**config.mk**
```make
export PLATFORM = sky130hd
export DESIGN_NAME = display_sequencer
export DESIGN_NICKNAME = d
export VERILOG_FILES = /design/src/rtl/display_sequencer.sv
export SDC_FILE = /design/constraint.sdc
export NUM_CORES = 1
export LEC_CHECK = 0
export BUFFER_PORTS_ARGS = -buffer_cell sky130_fd_sc_hd__buf_4
export CAP_MARGIN = 10
export CORE_UTILIZATION = 35
export DETAILED_ROUTE_END_ITERATION = 8
export SLEW_MARGIN = 5
export SYNTH_ARGS = -nofsm -noshare
export SYNTH_HDL_FRONTEND = slang
export SYNTH_SLANG_ARGS = --single-unit
```
**constraint.sdc**
```tcl
create_clock -name clk -period 2.2 [get_ports clk]
set_clock_uncertainty 0.2 [all_clocks]
set_input_delay 0.22 -clock clk [delete_from_list [all_inputs] [get_ports clk]]
set_output_delay 0.22 -clock clk [all_outputs]
set_load 0.02 [all_outputs]
```
**src/rtl/display_sequencer.sv**
```systemverilog
// display_sequencer: row-scan time base and overlay sequencing for the 8x8 LED matrix.
// Chooses between the live playfield and the score/dead/win pictures and freezes the
// game while a picture is shown. All outputs are registered.
module display_sequencer #(
  parameter int unsigned SCAN_DIV     = 1000,
  parameter int unsigned SCORE_FRAMES = 250,
  parameter int unsigned BLINK_FRAMES = 60
) (
  input  logic       clk,
  input  logic       rst,
  input  logic       score_evt,
  input  logic       dead_evt,
  input  logic       win_evt,
  input  logic       restart,
  output logic       scan_tick,
  output logic       frame_tick,
  output logic       score_flag,
  output logic       dead_flag,
  output logic       win_flag,
  output logic       play_en,
  output logic       game_freeze,
  output logic [1:0] state
);

  typedef enum logic [1:0] {
    StPlay  = 2'd0,
    StScore = 2'd1,
    StDead  = 2'd2,
    StWin   = 2'd3
  } state_e;

  // Counters only ever hold 0..N-1, so $clog2(N) bits suffice (min 1 bit).
  localparam int unsigned DivW = $clog2(SCAN_DIV);
  localparam int unsigned FrmW = (SCORE_FRAMES > 1) ? $clog2(SCORE_FRAMES) : 1;
  localparam int unsigned BlkW = (BLINK_FRAMES > 1) ? $clog2(BLINK_FRAMES) : 1;

  localparam logic [DivW-1:0] DivLast = DivW'(SCAN_DIV - 1);
  localparam logic [FrmW-1:0] FrmLast = FrmW'(SCORE_FRAMES - 1);
  localparam logic [BlkW-1:0] BlkLast = BlkW'(BLINK_FRAMES - 1);

  logic [DivW-1:0] div_cnt_q, div_cnt_d;
  logic [2:0]      row_cnt_q, row_cnt_d;

  state_e          state_q;
  logic            score_p_q, dead_p_q, win_p_q;
  logic [FrmW-1:0] frm_cnt_q;
  logic [BlkW-1:0] blink_cnt_q;
  logic            blink_off_q;

  // An event arriving in the same cycle as frame_tick still counts for that boundary.
  logic score_any, dead_any, win_any;
  assign score_any = score_p_q | score_evt;
  assign dead_any  = dead_p_q | dead_evt;
  assign win_any   = win_p_q | win_evt;

  // Next values of the prescaler and row counter.
  always_comb begin
    div_cnt_d = (div_cnt_q == DivLast) ? '0 : div_cnt_q + 1'b1;
    row_cnt_d = scan_tick ? row_cnt_q + 3'd1 : row_cnt_q;
  end

  // Time base: ticks are registered from next-state so they line up with div_cnt==last.
  always_ff @(posedge clk or negedge rst) begin
    if (!rst) begin
      div_cnt_q  <= '0;
      row_cnt_q  <= 3'd0;
      scan_tick  <= 1'b0;
      frame_tick <= 1'b0;
    end else begin
      div_cnt_q  <= div_cnt_d;
      row_cnt_q  <= row_cnt_d;
      scan_tick  <= (div_cnt_d == DivLast);
      frame_tick <= (div_cnt_d == DivLast) && (row_cnt_d == 3'd7);
    end
  end

  // Overlay FSM with event latching, hold/blink counters and registered outputs.
  always_ff @(posedge clk or negedge rst) begin
    if (!rst) begin
      state_q     <= StPlay;
      score_p_q   <= 1'b0;
      dead_p_q    <= 1'b0;
      win_p_q     <= 1'b0;
      frm_cnt_q   <= '0;
      blink_cnt_q <= '0;
      blink_off_q <= 1'b0;
      score_flag  <= 1'b0;
      dead_flag   <= 1'b0;
      win_flag    <= 1'b0;
      play_en     <= 1'b1;
      game_freeze <= 1'b0;
      state       <= 2'd0;
    end else begin
      if (restart) begin
        state_q     <= StPlay;
        score_p_q   <= 1'b0;
        dead_p_q    <= 1'b0;
        win_p_q     <= 1'b0;
        frm_cnt_q   <= '0;
        blink_cnt_q <= '0;
        blink_off_q <= 1'b0;
      end else begin
        unique case (state_q)
          StPlay, StScore: begin
            if (frame_tick) begin
              score_p_q <= 1'b0;
              dead_p_q  <= 1'b0;
              win_p_q   <= 1'b0;
              if (win_any) begin
                state_q <= StWin;
              end else if (dead_any) begin
                state_q     <= StDead;
                blink_cnt_q <= '0;
                blink_off_q <= 1'b0;
              end else if (score_any) begin
                state_q   <= StScore;
                frm_cnt_q <= '0;
              end else if (state_q == StScore) begin
                if (frm_cnt_q == FrmLast) begin
                  state_q   <= StPlay;
                  frm_cnt_q <= '0;
                end else begin
                  frm_cnt_q <= frm_cnt_q + 1'b1;
                end
              end
            end else begin
              score_p_q <= score_any;
              dead_p_q  <= dead_any;
              win_p_q   <= win_any;
            end
          end
          StDead: begin
            if (frame_tick) begin
              if (blink_cnt_q == BlkLast) begin
                blink_cnt_q <= '0;
                blink_off_q <= ~blink_off_q;
              end else begin
                blink_cnt_q <= blink_cnt_q + 1'b1;
              end
            end
          end
          StWin: ;
        endcase
      end

      // Outputs follow the state register by one clock.
      score_flag  <= (state_q == StScore);
      dead_flag   <= (state_q == StDead) && !blink_off_q;
      win_flag    <= (state_q == StWin);
      play_en     <= (state_q == StPlay);
      game_freeze <= (state_q != StPlay);
      state       <= state_q;
    end
  end

endmodule
```
==> tab_implementation.tex, run 1 <==
\begin{tabular}{lr}
\hline
Metric & Value \\
\hline
\multicolumn{2}{l}{\textbf{Clock tree}} \\
CTS H-tree depth & 2 \\
Worst skew pair latency & 0.30 ns \\
Setup Fix Bufs, Post-CTS & 0 \\
Number of sinks driven by the clock tree & 42 \\
Hold buffer count at CTS & 4 \\
Clock edge transition at the registers on the reported setup and hold paths & 0.09 ns \\
Number of buffers between clock root and the deepest sink & 2 \\
Clock tree from TritonCTS & built \\
Total CTS buffers & 5 \\
Post-cts sizing count & 0 \\
Root buffer cell & clkbuf\_8 \\
\multicolumn{2}{l}{\textbf{Power and ir drop}} \\
Peak supply drop & $\sim$0.21 mV \\
Total power density per cell area & 589 mW/mm2 \\
Total leakage power & 0.00108 uW \\
Overall power & between 1000 and 1500 uW \\
\multicolumn{2}{l}{\textbf{Worst setup path}} \\
Worst setup path startpoint & win\_evt \\
Startpoint of the lowest-slack register-to-register path & div\_cnt\_q[0] \\
Total number of cells along the worst setup path & 7 \\
Reg-to-reg endpoint & frame\_tick \\
Worst Setup End Kind & flip-flop \\
R2R Setup Slk & 0.32 ns \\
Worst endpoint required time & 2.18 ns \\
Worst setup path category & in2reg \\
Delay of the slowest cell on the worst path & $\sim$0.58 ns \\
Top fanout value on the critical path & 9 \\
Library cell contributing the largest single delay on the critical path & or4\_1 \\
Type of origin of the critical path & primary input \\
Cell count of the worst reg-to-reg path & 6 \\
Termination of the worst setup path & frm\_cnt\_q[5] \\
CP delay by family, top & buffers and inverters \\
Critical path buffers and inverters & 2 \\
Chain of cells forming the critical path & dlygate4sd3\_1 -> buf\_4 -> or4\_1 -> a21oi\_2 -> o21ai\_2 -> o21ai\_1 -> o31ai\_1 \\
Arrival @ worst endpoint & $\sim$2.1 ns \\
\multicolumn{2}{l}{\textbf{Logic synthesis}} \\
Async set-reset flop share out of synthesis & 100\% \\
Sequential element share of the synthesized area & roughly 50\% \\
Mean area per synthesized cell & 9.89 um2 \\
Top post-synthesis cells by area & dfrtp\_1 49\%, nor2\_1 4.6\%, ha\_1 3.6\%, nand3\_1 2.6\%, o21ai\_1 2.6\% \\
Post-synthesis instance area & around 0.0021 mm2 \\
Portion of synthesized cell area occupied by the leading cell type & approximately half \\
Most used DFF post-synth & dfrtp\_1 \\
Cell accounting for the most synthesized area & dfrtp\_1 \\
Cell count after synthesis & 213 \\
Number of synthesized register bits & 42 \\
EDFF count, synth & 0 \\
Synthesis Warnings & 0 \\
Number of nets produced by synthesis & 225 \\
Post-synth cell types & 47 \\
\multicolumn{2}{l}{\textbf{Hold path}} \\
Min-Delay Path Class & in2reg \\
\multicolumn{2}{l}{\textbf{Route}} \\
Violation count after the first detailed-routing iteration & 60 \\
Vias after detailed routing & 1547 \\
Average wire per standard cell & 12.5 um \\
First drt pass iteration count & 4 \\
Vias per inst & 5.06 \\
DRC violations left & 0 \\
Final wirelength & 3830 um \\
Antenna violation net count after detailed routing & 0 \\
\multicolumn{2}{l}{\textbf{STA}} \\
Count of final hold-check violations & 0 \\
Crit path time final & just over 2 ns \\
Slew margin rel. & 64.8\% \\
Final period utilization & a little over nine tenths \\
Setup repair after global routing missed its margin & no \\
Maximum achievable frequency & 483 MHz \\
Slew at the pin closest to its max-slew limit & 0.524 ns \\
Total Negative Setup Slacks & 0 ns \\
Final setup slack of the worst path & 0.128 ns \\
Final setup violation count & 0 \\
Max Slew Vio Count & 0 \\
\multicolumn{2}{l}{\textbf{Die}} \\
Initial Utilization & 37.3\% \\
Die height & 79.6 um \\
Die area & roughly 0.0063 mm2 \\
Core Area & between 0.005 and 0.006 mm2 \\
Boundary Pins & 15 \\
Width of the die & 79.6 um \\
Number of standard-cell rows in the floorplan & 27 \\
\multicolumn{2}{l}{\textbf{Finish}} \\
Utilization after layout & 42.8\% \\
Area delta synth->final & 14.7\% \\
Most frequent standard cell in the layout excluding fill and tap cells & dfrtp\_1 \\
Filler-free cell count of the finished design & 306 \\
Antenna diode count & 0 \\
Net total in the final layout & 245 \\
Most frequent cells in the layout & 41 x dfrtp\_1, 26 x nor2\_1, 15 x buf\_4 \\
Filler cell count in the final layout & 546 \\
Share of final-layout standard cells stronger than drive strength 1 & between 10\% and 20\% \\
\multicolumn{2}{l}{\textbf{Placed design}} \\
Final weighted congestion in routability-driven placement & slightly above 0.8 \\
Cell count after placement & between 200 and 300 \\
Count of buffers from port buffering & 14 \\
Pre-CTS setup slack & 0.323 ns \\
DP Wirelength & 2700 um \\
\multicolumn{2}{l}{\textbf{Global routing}} \\
Wire length of the first global-routing pass & $\sim$6700 um \\
Overall track demand over capacity in global routing & 13.9\% \\
Largest net degree at the start of global routing & 43 \\
Antenna violations before repair & 0 \\
Sum of overflow across all layers after global routing & 0 \\
Number of global-route vias before repair & 1540 \\
\multicolumn{2}{l}{\textbf{Job}} \\
Max capacitance violation total & 0 \\
\multicolumn{2}{l}{\textbf{Run status}} \\
Result of the run & completed \\
\hline
\end{tabular}
-- cell families after synthesis --
logic type | count (synthesis) | synth area share (%)
AND/OR/NAND/NOR | 88 | 22.6
AO/OA/AOI/OAI | 49 | 15.6
flip-flops | 42 | 49.9
buffers and inverters | 16 | 3.09
XOR/XNOR | 10 | 4.16
adder cells (fa/ha/maj) | 6 | 3.56
multiplexers | 2 | 1.07
-- worst min-delay path by stage --
stage	from	end	slack, ns	cells after the start
5_1_grt	dead_evt	dead_p_q	0.02	3
3_3_place_gp	rst	blink_cnt_q[3]	0.04	1
6_report	dead_evt	dead_p_q	0.0003	3
3_5_place_dp	rst	blink_cnt_q[4]	0.04	1
4_1_cts	dead_evt	dead_p_q	0.002	3
2_1_floorplan	rst	blink_cnt_q[0]	-0.28	0
-- power by group --
part / internal, uW / total (uW) / switching (uW)
clock: 252 / 527 / 274
combinational: 39.1 / 102 / 63.3
sequential: 786 / 795 / 9.17
-- flip-flops by register name (all words and copies together), names as in the netlist, 2 cells and up --
register,cells
state,2
frm_cnt_q,8
div_cnt_q,10
state_q,2
row_cnt_q,3
blink_cnt_q,6
-- metrics by stage --
| step | cell area, um2 | hold slack, ns |
|---|---|---|
| after detailed placement | 2280 | 0.0444 |
| after CTS | 2420 | 0.00170 |
| after global routing | 2420 | 0.0197 |
| after floorplan | 2110 | -0.276 |
| after global placement | 2280 | 0.0408 |
| final | 2420 | 0.000319 |
-- worst min-delay path, cell delays in order --
cell     delay [ns]
buf_4          0.10
a21oi_1        0.06
nor2_1         0.09
-- area by class of cell --
class,count,area (um2),share of cell area [%]
Sequential cell,42,1050,43.5
Multi-Input combinational cell,155,990,40.9
Timing Repair Buffer,19,153,6.31
Tap cell,72,90.1,3.73
Clock buffer,6,82.6,3.42
Inverter,10,37.5,1.55
Clock inverter,2,12.5,0.518
-- synthesized netlist by cell type (3+ instances only) --
cell type,number
and2_1,5
and3_1,3
xnor2_1,5
nand2_1,12
nor3_1,7
nor3_2,3
o21ai_1,11
xor2_1,5
a21oi_1,8
nor2b_1,3
ha_1,6
o31ai_1,7
nor2_1,26
o21ai_0,5
buf_2,4
nand2b_1,3
nand3_1,11
dfrtp_1,41
inv_1,10
-- metal layers --
metal  global-route usage, %  routed length (um)  vias up
met5                       0                   0        -
met4                    6.18                  73        0
met3                    3.77                 117        6
met2                    23.7                1810       27
met1                    16.3                1840      726
li1                        -                   -      788
Power figures use the tool's default switching activity.
==> run 2, diff against run 1 <==
--- a/config.mk
+++ b/config.mk
@@ -7,8 +7,10 @@
 export LEC_CHECK = 0
 export BUFFER_PORTS_ARGS = -buffer_cell sky130_fd_sc_hd__buf_4
 export CAP_MARGIN = 10
+export CORE_ASPECT_RATIO = 0.75
 export CORE_UTILIZATION = 35
 export DETAILED_ROUTE_END_ITERATION = 8
+export HOLD_SLACK_MARGIN = 0.05
 export SLEW_MARGIN = 5
 export SYNTH_ARGS = -nofsm -noshare
 export SYNTH_HDL_FRONTEND = slang
==> run 2 against run 1 <==
  * Combinational power hardly changed
  * Power down 2.8%
  * Highest routed layer unchanged
  * Via count is 0.52% lower
  * Critical path type unchanged
==> tab_implementation.tex, run 2 (synthesis results as in run 1) <==
\begin{tabular}{lr}
\hline
Metric & Value \\
\hline
\multicolumn{2}{l}{\textbf{Run status}} \\
Result of the run & completed \\
\multicolumn{2}{l}{\textbf{Power and ir drop}} \\
Total leakage power & 0.00108 uW (+0.20\%) \\
Peak supply drop & 0.237 mV (+11\%) \\
Total power density per cell area & 571 mW/mm2 (-3.1\%) \\
\multicolumn{2}{l}{\textbf{STA}} \\
Total Negative Setup Slacks & 0 ns (unchanged) \\
Setup repair after global routing missed its margin & no \\
Count of final hold-check violations & 0 (unchanged) \\
Slew margin rel. & 59.6\% (-5.2 points) \\
Final setup violation count & 0 (unchanged) \\
Crit path time final & 2.07 ns (+0.000517 ns) \\
Slew at the pin closest to its max-slew limit & 0.599 ns (+0.0750 ns) \\
Maximum achievable frequency & 483 MHz (about the same) \\
Max Slew Vio Count & 0 (unchanged) \\
Final period utilization & 94.2\% (about the same) \\
Hold slack & 0.238 ns (+0.237 ns) \\
\multicolumn{2}{l}{\textbf{Global routing}} \\
Sum of overflow across all layers after global routing & 0 (unchanged) \\
Number of global-route vias before repair & 1445 (-6.2\%) \\
Overall track demand over capacity in global routing & 13.8\% (-0.17 points) \\
Antenna violations before repair & 0 (unchanged) \\
Largest net degree at the start of global routing & 43 (unchanged) \\
Wire length of the first global-routing pass & 6980 um (+3.6\%) \\
\multicolumn{2}{l}{\textbf{Worst setup path}} \\
Worst setup path category & in2reg \\
Arrival @ worst endpoint & 2.06 ns (about the same) \\
Worst endpoint required time & 2.19 ns (about the same) \\
Worst Setup End Kind & flip-flop \\
Type of origin of the critical path & primary input \\
Top fanout value on the critical path & 9 (unchanged) \\
\multicolumn{2}{l}{\textbf{Die}} \\
Width of the die & 91.6 um (+15\%) \\
Initial Utilization & 36.4\% (-0.99 points) \\
Number of standard-cell rows in the floorplan & 24 (-11\%) \\
Core Area & 0.00580 mm2 (+2.7\%) \\
Die area & 0.00634 mm2 (about the same) \\
Die height & 69.2 um (-13\%) \\
Boundary Pins & 15 (unchanged) \\
\multicolumn{2}{l}{\textbf{Clock tree}} \\
Clock tree from TritonCTS & built \\
Hold buffer count at CTS & 5 (+1) \\
Setup Fix Bufs, Post-CTS & 0 (unchanged) \\
Number of sinks driven by the clock tree & 42 (unchanged) \\
Number of buffers between clock root and the deepest sink & 2 (unchanged) \\
Worst skew pair latency & 0.29 ns (about the same) \\
CTS H-tree depth & 2 (unchanged) \\
Post-cts sizing count & 0 (unchanged) \\
Clock edge transition at the registers on the reported setup and hold paths & 0.08 ns (about the same) \\
Root buffer cell & clkbuf\_8 \\
Total CTS buffers & 5 (unchanged) \\
\multicolumn{2}{l}{\textbf{Finish}} \\
Most frequent cells in the layout & 41 x dfrtp\_1, 26 x nor2\_1, 15 x buf\_4 \\
Biggest regs & div\_cnt\_q x10, frm\_cnt\_q x8, blink\_cnt\_q x6 \\
Antenna diode count & 0 (unchanged) \\
Share of final-layout standard cells stronger than drive strength 1 & 17.4\% (-0.50 points) \\
Utilization after layout & 41.9\% (-0.99 points) \\
Area delta synth->final & 15.1\% \\
Most frequent standard cell in the layout excluding fill and tap cells & dfrtp\_1 \\
Filler cell count in the final layout & 569 (+4.2\%) \\
Flip-flop count of the largest register after layout & 10 (unchanged) \\
Post-route cell area & 0.00243 mm2 (+0.36\%) \\
Net total in the final layout & 246 (+0.41\%) \\
Filler-free cell count of the finished design & 313 (+2.3\%) \\
Top register by number of flip-flops & div\_cnt\_q \\
\multicolumn{2}{l}{\textbf{Route}} \\
Final wirelength & 3990 um (+4.1\%) \\
Average wire per standard cell & 12.8 um (+1.8\%) \\
First drt pass iteration count & 4 (unchanged) \\
Vias per inst & 4.92 (-2.7\%) \\
DRC violations left & 0 (unchanged) \\
Violation count after the first detailed-routing iteration & 58 (-3.3\%) \\
Antenna violation net count after detailed routing & 0 (unchanged) \\
Vias after detailed routing & 1539 (-0.52\%) \\
\multicolumn{2}{l}{\textbf{Placed design}} \\
DP Wirelength & 2870 um (+6.5\%) \\
Cell count after placement & 300 (+2.0\%) \\
Count of buffers from port buffering & 14 (unchanged) \\
Final weighted congestion in routability-driven placement & 0.788 (-4.7\%) \\
Placed cell areas & 0.00229 mm2 (+0.33\%) \\
\multicolumn{2}{l}{\textbf{Job}} \\
Max capacitance violation total & 0 (unchanged) \\
\multicolumn{2}{l}{\textbf{Hold path}} \\
Min-Delay Path Class & in2async \\
\hline
\end{tabular}
==> run 2: cell types whose count changed in the layout (fill, tap and decap cells not counted) <==
cell           before  now
clkbuf_1            0    1
clkbuf_8            6    5
clkinv_4            0    1
clkinvlp_4          1    0
dlygate4sd3_1       4    5
==> run 2: routing by layer <==
| layer | global-route usage, % | vias to the layer above | part of all wire (%) |
|---|---|---|---|
| met5 | 0 | - | 0 |
| met4 | 3.17 | 0 | 0.88 |
| li1 | - | 788 | - |
| met3 | 2.96 | 4 | 3.1 |
| met2 | 18.7 | 27 | 40 |
| met1 | 21.9 | 720 | 56 |
==> run 2: path summary, 6_finish.rpt <==
kind                       depth (start not counted)  slack [ns]           end           start
setup / recovery                                   6        0.13  frm_cnt_q[1]         win_evt
hold / removal                                     2        0.24  frm_cnt_q[5]             rst
setup reg to reg                                   6        0.27   blink_off_q  blink_cnt_q[0]
hold reg to reg                                    1        0.28  row_cnt_q[2]    row_cnt_q[2]
max in group asynchronous                          2        1.18  div_cnt_q[2]             rst
min in group clk                                   1        0.28  row_cnt_q[2]    row_cnt_q[2]
==> run 2: cell type report <==
type                            count  area (um2)  share of cell area, %
Clock buffer                        6        72.6                   2.99
Clock inverter                      2        13.8                  0.567
Inverter                           10        37.5                   1.55
Multi-Input combinational cell    155         990                   40.8
Sequential cell                    42        1050                   43.4
Tap cell                           78        97.6                   4.02
Timing Repair Buffer               20         163                   6.70
==> run 2: metrics by stage <==
stage          setup slack (ns)  power (uW)
6_report                  0.128        1390
5_1_grt                  0.0462        1450
4_1_cts                   0.122        1410
3_5_place_dp              0.258         910
3_3_place_gp              0.328         909
2_1_floorplan             0.428         861
==> run 2: power breakdown <==
group | internal, uW | total, uW | switching (uW) | leakage, uW
combinational | 40.1 | 103 | 63.2 | 0.000474
clock | 224 | 485 | 261 | 0.0000452
sequential | 786 | 797 | 10.2 | 0.000559
total | 1050 | 1390 | 335 | 0.00108
==> run 2: worst max-delay path, stage by stage <==
cell and delay, ns:
dlygate4sd3_1 0.53, buf_4 0.15, or4_1 0.58, a21oi_2 0.15, o21ai_2 0.14, o31ai_1 0.29
==> run 3, diff against run 2 <==
--- a/config.mk
+++ b/config.mk
@@ -7,10 +7,11 @@
 export LEC_CHECK = 0
 export BUFFER_PORTS_ARGS = -buffer_cell sky130_fd_sc_hd__buf_4
 export CAP_MARGIN = 10
-export CORE_ASPECT_RATIO = 0.75
+export CORE_ASPECT_RATIO = 0.7
 export CORE_UTILIZATION = 35
 export DETAILED_ROUTE_END_ITERATION = 8
 export HOLD_SLACK_MARGIN = 0.05
+export PLACE_DENSITY = 0.57
 export SLEW_MARGIN = 5
 export SYNTH_ARGS = -nofsm -noshare
 export SYNTH_HDL_FRONTEND = slang
==> run 3 against run 2 <==
  * Worst hold slack improved by 0.013 ns
  * Worst setup slack better by 0.017 ns
  * Combinational power about the same
  * Global-route usage is 0.25 points higher
  * Clock power increased by 22%
  * Core utilization up 0.70 points
  * Wire length up 0.23%
  * Critical path type unchanged
  * Critical endpoint is now frm_cnt_q[3]
==> tab_implementation.tex, run 3 (synthesis results as in run 1) <==
\begin{tabular}{lr}
\hline
Metric & Value \\
\hline
\multicolumn{2}{l}{\textbf{Worst setup path}} \\
Startpoint of the lowest-slack register-to-register path & div\_cnt\_q[0] \\
Worst setup path category & in2reg \\
Reg-to-reg endpoint & frame\_tick \\
Worst Setup End Kind & flip-flop \\
Arrival @ worst endpoint & 2.03 ns (-0.03 ns) \\
R2R Setup Slk & 0.29 ns (+0.02 ns) \\
Type of origin of the critical path & primary input \\
Termination of the worst setup path & frm\_cnt\_q[3] \\
Worst setup path startpoint & win\_evt \\
Worst endpoint required time & 2.17 ns (-0.02 ns) \\
Cell count of the worst reg-to-reg path & 6 (unchanged) \\
Top fanout value on the critical path & 9 (unchanged) \\
\multicolumn{2}{l}{\textbf{Die}} \\
Number of standard-cell rows in the floorplan & 23 (-4.2\%) \\
Core Area & 0.00576 mm2 (-0.69\%) \\
Boundary Pins & 15 (unchanged) \\
Width of the die & 94.7 um (+3.4\%) \\
Die height & 66.9 um (-3.3\%) \\
Die area & 0.00634 mm2 (about the same) \\
Initial Utilization & 36.6\% (+0.25 points) \\
\multicolumn{2}{l}{\textbf{Global routing}} \\
Antenna violations before repair & 0 (unchanged) \\
Highest-utilization routing layer at the global route stage & met1 \\
Largest net degree at the start of global routing & 43 (unchanged) \\
Met3 layer usage reported by global route & 3.88\% (+0.92 points) \\
Wire length of the first global-routing pass & 6710 um (-3.8\%) \\
Met2 Track Usage GR & 16.7\% (-2.0 points) \\
Overall track demand over capacity in global routing & 14.0\% (+0.25 points) \\
Routing usage on met1 & 23.2\% (+1.2 points) \\
Sum of overflow across all layers after global routing & 0 (unchanged) \\
Number of global-route vias before repair & 1351 (-6.5\%) \\
\multicolumn{2}{l}{\textbf{Route}} \\
First drt pass iteration count & 4 (unchanged) \\
Final wirelength & 4000 um (+0.23\%) \\
Vias per inst & 5.01 (+1.8\%) \\
Average wire per standard cell & 12.9 um (+0.87\%) \\
Violation count after the first detailed-routing iteration & 114 (+97\%) \\
Antenna violation net count after detailed routing & 0 (unchanged) \\
Vias after detailed routing & 1557 (+1.2\%) \\
DRC violations left & 0 (unchanged) \\
\multicolumn{2}{l}{\textbf{STA}} \\
Slew at the pin closest to its max-slew limit & 0.542 ns (-0.0570 ns) \\
Crit path time final & 2.06 ns (-0.0170 ns) \\
Final setup violation count & 0 (unchanged) \\
Max Slew Vio Count & 0 (unchanged) \\
Total Negative Setup Slacks & 0 ns (unchanged) \\
Final period utilization & 93.4\% (-0.77 points) \\
Maximum achievable frequency & 487 MHz (+0.83\%) \\
Count of final hold-check violations & 0 (unchanged) \\
Slew margin rel. & 63.5\% (+3.8 points) \\
Setup repair after global routing missed its margin & no \\
\multicolumn{2}{l}{\textbf{Clock tree}} \\
Setup Fix Bufs, Post-CTS & 0 (unchanged) \\
Clock edge transition at the registers on the reported setup and hold paths & 0.07 ns (about the same) \\
Worst skew pair latency & 0.29 ns (about the same) \\
Post-cts sizing count & 0 (unchanged) \\
Clock tree from TritonCTS & built \\
Number of sinks driven by the clock tree & 42 (unchanged) \\
Hold buffer count at CTS & 5 (unchanged) \\
Root buffer cell & clkbuf\_8 \\
Number of buffers between clock root and the deepest sink & 2 (unchanged) \\
CTS H-tree depth & 2 (unchanged) \\
Total CTS buffers & 5 (unchanged) \\
\multicolumn{2}{l}{\textbf{Power and ir drop}} \\
Total leakage power & 0.00109 uW (+1.2\%) \\
Peak supply drop & 0.242 mV (+2.2\%) \\
Overall power & 1490 uW (+7.6\%) \\
Total power density per cell area & 609 mW/mm2 (+6.6\%) \\
\multicolumn{2}{l}{\textbf{Run status}} \\
Result of the run & completed \\
\multicolumn{2}{l}{\textbf{Finish}} \\
Flip-flop and latch area & 0.00105 mm2 (unchanged) \\
Filler cell count in the final layout & 560 (-1.6\%) \\
Most frequent standard cell in the layout excluding fill and tap cells & dfrtp\_1 \\
Net total in the final layout & 247 (+0.41\%) \\
Most frequent cells in the layout & 41 x dfrtp\_1, 26 x nor2\_1, 16 x buf\_4 \\
Flip-flop count of the largest register after layout & 10 (unchanged) \\
Area occupied by multi-input gates & 990 um2 (unchanged) \\
Area delta synth->final & 16.3\% \\
Biggest regs & div\_cnt\_q x10, frm\_cnt\_q x8, blink\_cnt\_q x6 \\
Share of final-layout standard cells stronger than drive strength 1 & 17.4\% (-0.074 points) \\
Top register by number of flip-flops & div\_cnt\_q \\
Antenna diode count & 0 (unchanged) \\
\multicolumn{2}{l}{\textbf{Job}} \\
Max capacitance violation total & 0 (unchanged) \\
\multicolumn{2}{l}{\textbf{Placed design}} \\
Final weighted congestion in routability-driven placement & 0.750 (-4.8\%) \\
DP Wirelength & 2870 um (about the same) \\
Count of buffers from port buffering & 14 (unchanged) \\
\multicolumn{2}{l}{\textbf{Hold path}} \\
Min-Delay Path Class & in2async \\
\hline
\end{tabular}
[run 3: cell count changes in the layout (fill, tap and decap cells not counted)]
| cell | delta |
|---|---|
| bufinv_16 | +1 |
| clkinv_4 | -1 |
| buf_4 | +1 |
| clkinv_2 | -1 |
| clkbuf_1 | +1 |
[run 3: worst max-delay path: stages]
cell	delay, ns
dlygate4sd3_1	0.53
buf_4	0.15
or4_1	0.59
a21oi_2	0.15
o21ai_2	0.14
o21ai_1	0.17
o31ai_1	0.08
[run 3: layer usage]
| layer | wire [um] | part of all wire [%] |
|---|---|---|
| met5 | 0 | 0 |
| met4 | 25 | 0.63 |
| met3 | 182 | 4.6 |
| met2 | 1480 | 37 |
| met1 | 2310 | 58 |
[run 3: how the worst min path moves through the flow]
stage,to
after floorplan,blink_cnt_q[0]
after global placement,frm_cnt_q[5]
after detailed placement,frm_cnt_q[5]
after CTS,blink_cnt_q[0]
after global routing,blink_cnt_q[4]
final,frm_cnt_q[4]
[run 3: where the power goes]
part | switching, uW | internal (uW) | leakage [uW]
clock network | 251 | 340 | 0.0000524
logic | 64.8 | 40.2 | 0.000480
registers | 8.47 | 787 | 0.000559
total | 325 | 1170 | 0.00109
[run 3: metrics by stage]
stage | std cells | area (um2) | worst slack, ns | hold WS [ns] | util, %
detailed placement | 298 | 2290 | 0.298 | 0.0461 | 39.8
global route | 311 | 2450 | 0.0937 | 0.294 | 42.6
global placement | 298 | 2290 | 0.339 | 0.0460 | 39.8
floorplan | 213 | 2110 | 0.428 | -0.276 | -
finish | 311 | 2450 | 0.145 | 0.251 | 42.6
CTS | 311 | 2450 | 0.157 | 0.264 | 42.6
[run 3: area by class of cell]
| class | instances | share of cell area [%] |
|---|---|---|
| flip-flops and latches | 42 | 43.0 |
| multi-input cells | 155 | 40.4 |
| repair buffers | 21 | 6.95 |
| well taps | 75 | 3.83 |
| clock buffers | 7 | 3.12 |
| inverters | 10 | 1.53 |
| clock inverters | 1 | 1.23 |
